$ cat src/rtl/ram_dp_wr_arbiter.sv
// ram_dp_wr_arbiter
//   Write-side controller for a dual-port RAM with a synchronous write port.
//   After reset, or on an init_start pulse, it writes zero to every RAM word.
//   It then shares the single write port between two requesters using a
//   round-robin valid/ready handshake.
//
// Ports
//   clk, rst                : clock, asynchronous active-high reset
//   reqN_valid/addr/data    : write request from requester N (N = 0, 1)
//   reqN_ready              : request N is accepted when valid && ready
//   init_start              : one-cycle pulse that starts a full RAM clear (RUN only)
//   busy                    : high while a clear is in progress
//   ram_we/addr_wr/data_wr  : registered write port toward the RAM
module ram_dp_wr_arbiter #(
    parameter int WIDTH     = 8,
    parameter int DEPTH     = 16,
    parameter int DEPTH_LOG = $clog2(DEPTH)
) (
    input  logic                 clk,
    input  logic                 rst,
    input  logic                 req0_valid,
    input  logic [DEPTH_LOG-1:0] req0_addr,
    input  logic [WIDTH-1:0]     req0_data,
    output logic                 req0_ready,
    input  logic                 req1_valid,
    input  logic [DEPTH_LOG-1:0] req1_addr,
    input  logic [WIDTH-1:0]     req1_data,
    output logic                 req1_ready,
    input  logic                 init_start,
    output logic                 busy,
    output logic                 ram_we,
    output logic [DEPTH_LOG-1:0] ram_addr_wr,
    output logic [WIDTH-1:0]     ram_data_wr
);

    typedef enum logic {CLEAR, RUN} state_t;

    localparam logic [DEPTH_LOG-1:0] LAST_ADDR = DEPTH_LOG'(DEPTH - 1);

    state_t               state_q, state_d;
    logic [DEPTH_LOG-1:0] clr_ptr_q, clr_ptr_d;
    logic                 prio_q, prio_d;     // index of the last requester served
    logic                 ram_we_q, ram_we_d;
    logic [DEPTH_LOG-1:0] ram_addr_q, ram_addr_d;
    logic [WIDTH-1:0]     ram_data_q, ram_data_d;

    logic run;
    logic accept0;
    logic accept1;

    // A pending init_start blocks both grants so the clear never races a write.
    // The tie goes to the requester that was not served last.
    assign run        = (state_q == RUN);
    assign req0_ready = run && !init_start && (!req1_valid || prio_q == 1'b1);
    assign req1_ready = run && !init_start && (!req0_valid || prio_q == 1'b0);
    assign accept0    = req0_valid && req0_ready;
    assign accept1    = req1_valid && req1_ready;

    assign busy        = (state_q == CLEAR);
    assign ram_we      = ram_we_q;
    assign ram_addr_wr = ram_addr_q;
    assign ram_data_wr = ram_data_q;

    // NOTE: every signal written here gets a default first so that no path
    // leaves one unassigned; an unassigned path would infer a latch.
    always_comb begin
        state_d    = state_q;
        clr_ptr_d  = clr_ptr_q;
        prio_d     = prio_q;
        ram_we_d   = 1'b0;
        ram_addr_d = ram_addr_q;
        ram_data_d = ram_data_q;

        case (state_q)
            CLEAR: begin
                ram_we_d   = 1'b1;
                ram_addr_d = clr_ptr_q;
                ram_data_d = '0;
                if (clr_ptr_q == LAST_ADDR) begin
                    state_d   = RUN;
                    clr_ptr_d = '0;
                end else begin
                    clr_ptr_d = clr_ptr_q + DEPTH_LOG'(1);
                end
            end
            RUN: begin
                if (init_start) begin
                    state_d   = CLEAR;
                    clr_ptr_d = '0;
                end else if (accept0) begin
                    ram_we_d   = 1'b1;
                    ram_addr_d = req0_addr;
                    ram_data_d = req0_data;
                    prio_d     = 1'b0;
                end else if (accept1) begin
                    ram_we_d   = 1'b1;
                    ram_addr_d = req1_addr;
                    ram_data_d = req1_data;
                    prio_d     = 1'b1;
                end
            end
            default: state_d = CLEAR;
        endcase
    end

    // NOTE: state registers use non-blocking assignments so every flop
    // samples the values from before the edge, whatever the statement order.
    always_ff @(posedge clk or posedge rst) begin
        if (rst) begin
            state_q    <= CLEAR;
            clr_ptr_q  <= '0;
            prio_q     <= 1'b1;   // requester 0 wins the first tie
            ram_we_q   <= 1'b0;
            ram_addr_q <= '0;
            ram_data_q <= '0;
        end else begin
            state_q    <= state_d;
            clr_ptr_q  <= clr_ptr_d;
            prio_q     <= prio_d;
            ram_we_q   <= ram_we_d;
            ram_addr_q <= ram_addr_d;
            ram_data_q <= ram_data_d;
        end
    end

endmodule

$ cat config.mk
export PLATFORM = sky130hd
export DESIGN_NAME = ram_dp_wr_arbiter
export DESIGN_NICKNAME = d
export VERILOG_FILES = /design/src/rtl/ram_dp_wr_arbiter.sv
export SDC_FILE = /design/constraint.sdc
export NUM_CORES = 1
export LEC_CHECK = 0
export ABC_AREA = 1
export CAP_MARGIN = 20
export CORE_MARGIN = 2
export CORE_UTILIZATION = 25
export CTS_CLUSTER_DIAMETER = 50
export DETAILED_ROUTE_END_ITERATION = 8
export GPL_TIMING_DRIVEN = 1
export HOLD_SLACK_MARGIN = 0.12
export PLACE_DENSITY = 0.5
export REMOVE_ABC_BUFFERS = 1
export SLEW_MARGIN = 10
export SYNTH_ARGS = -nofsm -noshare
export SYNTH_HDL_FRONTEND = slang
export SYNTH_SLANG_ARGS = --single-unit
export TNS_END_PERCENT = 30
$ cat constraint.sdc
create_clock -name clk -period 1.55 [get_ports clk]
set_input_delay 0.31 -clock clk [delete_from_list [all_inputs] [get_ports clk]]
set_output_delay 0.31 -clock clk [all_outputs]
set_load 0.1 [all_outputs]
==> qor.yml <==
timing:
  timing.fmax_mhz: 656
  setup_viol: 0
  fin_crit_sh_pct: 98.4
  finalWorstSetupSlack_ns: 0.0247
  fin_crit_ns: 1.53
  hold_viol: 0
  rsz0062_at_grt: "yes"
  skew_ns: 0.00873
  setup_tns_ns: 0
  worst_slew_pin_slew_ns: 0.281
  timing.hold.ws_ns: 0.355
  maxSlewHeadroom_pct: 81.3
  slew_viol_final: 0
grt:
  busiest_layer: "met2"
  grt_pass1_wl_um: 5070
  gr-usage-met1_pct: 16.5
  grtUsageMet2_pct: 19.3
  grt_use_total_pct: 12.6
  grt_overflow: 0
  grt_max_degree: 20
  grtUsageMet3_pct: 2.21
  grt_pass1_vias: 1093
  antenna_found_initial: 0
finish:
  mostFrequentLayoutCell: "nand2_1"
  nets: 243
  drive_gt1_share_pct: 21.7
  fin_cells: 266
  syn2layout_area_growth_pct: 64.0
  diodes: 0
  final_cell_mix: "nand2_1, inv_1, clkdlybuf4s50_1"
  fin_area_sq_mm: 0.00194
  final_core_util_pct: 41.9
placed_design:
  dp_hpwl_um: 2250
  dp.cells: 260
  io_buffers: 44
  place_area_sq_mm: 0.00187
  gp_congestion: 0.814
  place_ws_ns: -0.257
detailed_routing:
  wl_per_cell_um: 11.6
  drcViolationCount: 0
  viasPerCell: 4.29
  first_pass_iters: 4
  vias: 1142
  drt_first_iter_violations: 34
  postRouteWirelength_um: 3090
  ant_nets: 0
worst_setup_path:
  path_buf_inv: 2
  crit_chain: "inv_2 > a21oi_2 > buf_12"
  worstPathArrival_ns: 1.22
  endpoint_kind: "primary output"
  cp_slowest_cell: "dfstp_2"
  crit_path_max_fanout: 3
  critPathMaxStageDelay_ns: 0.54
  cp-start-kind: "register"
  critPathKind: "register to primary output"
  cpLargestDelayFamily: "flip-flops"
  critPathRequiredTime_ns: 1.24
min_path:
  hold_class: "input port to asynchronous set/reset pin"
power_and_ir_drop:
  switching_share_pct: 50.7
  intPower_mw: 1.62
  power.total_mw: 3.28
  leakage_nw: 1.01
  p_sw_mw: 1.66
  p_comb_share_pct: 62.6
  clkPwrFrac_pct: 10.8
  p_seq_share_pct: 26.6
  ir_drop_mv: 0.966
  power_density_mw_per_mm2: 1690
synth:
  yosysTopAreaCell: "dfrtp_1"
  synth_cell_types: 21
  syn_area_sq_mm: 0.00118
  ys.warnings.count: 0
  avgSynthCellArea_sq_um: 7.54
  syn_inst: 157
  netlist_top_cells_area: "dfrtp_1, nand2_1, inv_1"
  yosys.area.top_type_share_pct: 38.1
  synth_seq_area_share_pct: 40.3
  ys_ff_latch: 19
floorplanning:
  fp.dieArea_sq_mm: 0.00530
  fp-row-count: 25
  die_w_um: 72.8
  ios: 45
  die_h_um: 72.8
  start_util_pct: 25.6
  core_region_area_sq_mm: 0.00463
clocking:
  cts.sink_count: 19
  clk-insertion-delay-late_ns: 0.27
  cts_hold_buf: 0
  clockBufferDepth: 2
  cts_buffers: 3
  clk_pin_slew_ns: 0.08
  cts_tree: "done"
  htree_levels: 1
  cts_root_buf: "clkbuf_8"
status:
  run_status: "finished, final reports clean"
flow_run:
  cap_violations: 0
path summary, 6_finish.rpt:
| path | end | cells past startpoint | slack [ns] | startpoint |
|---|---|---|---|---|
| min | ram_data_wr[7] | 3 | 0.36 | rst |
| min in group clk | prio_q | 2 | 0.53 | prio_q |
| max in group asynchronous | prio_q | 3 | 0.91 | rst |
| min reg2reg | prio_q | 2 | 0.53 | prio_q |
| max reg2reg | ram_data_wr[3] | 8 | 0.20 | run |
| max | req0_ready | 3 | 0.02 | prio_q |
state kept, by name, summed over array words and instances (netlist names):
signal and count:
ram_data_wr 8, ram_addr_wr 4, ram_we 1, clr_ptr_q 4
run 1, prio_q 1
cells by family (layout without fill, tap and decap cells):
family	Yosys count	count (layout)	share of synthesized area [%]
and+or+nand+nor	84	84	36.5
adders and majority gates	1	1	1.06
buffers and inverters	43	98	17.7
DFF	19	19	40.3
AOI/OAI and AO/OA	10	10	4.55
cell usage after synthesis:
master,n
buf_2,2
buf_4,1
nand2_4,1
o21ai_0,4
dfstp_2,1
a21oi_1,5
buf_6,2
nand4_1,13
nand3_1,16
nand2_1,48
nand3_2,3
clkinv_4,1
a22o_1,1
ha_1,1
buf_12,1
nand3_4,1
inv_6,1
inv_1,35
dfrtp_1,18
nor2_4,1
nor2_8,1
what timing repair did:
action	4_1_cts	5_1_grt
buffers inserted	0	2
pin swaps	1	1
gates resized for setup	4	1
endpoints found under the setup margin	2	2
endpoints found under the hold margin	0	0
worst min-delay path, cell delays in order:
cell and delay, ns:
clkdlybuf4s50_1 0.39, inv_1 0.05, buf_4 0.25
power groups by stage:
stage	sequential, mW	combinational, mW	clock, mW
after floorplan	1.43	0.656	0
after global placement	0.876	2.01	0
after detailed placement	0.871	2.03	0
after CTS	0.870	2.04	0.373
after global routing	0.895	2.17	0.391
final	0.872	2.05	0.355
per-layer routing:
| layer | up-vias | part of all wire [%] |
|---|---|---|
| met5 | - | 0 |
| met4 | 0 | 3.3 |
| met3 | 7 | 5.2 |
| met2 | 41 | 46 |
| met1 | 495 | 46 |
| li1 | 599 | - |
layout make-up:
type	count	area [sq um]
inverters	37	149
multi-input cells	95	505
repair buffers	57	696
flip-flops and latches	19	477
clock buffers	3	41.3
clock inverters	1	5.00
well taps	54	67.6
fillers	476	2690
Note: power is estimated with default switching activity, not from simulation.
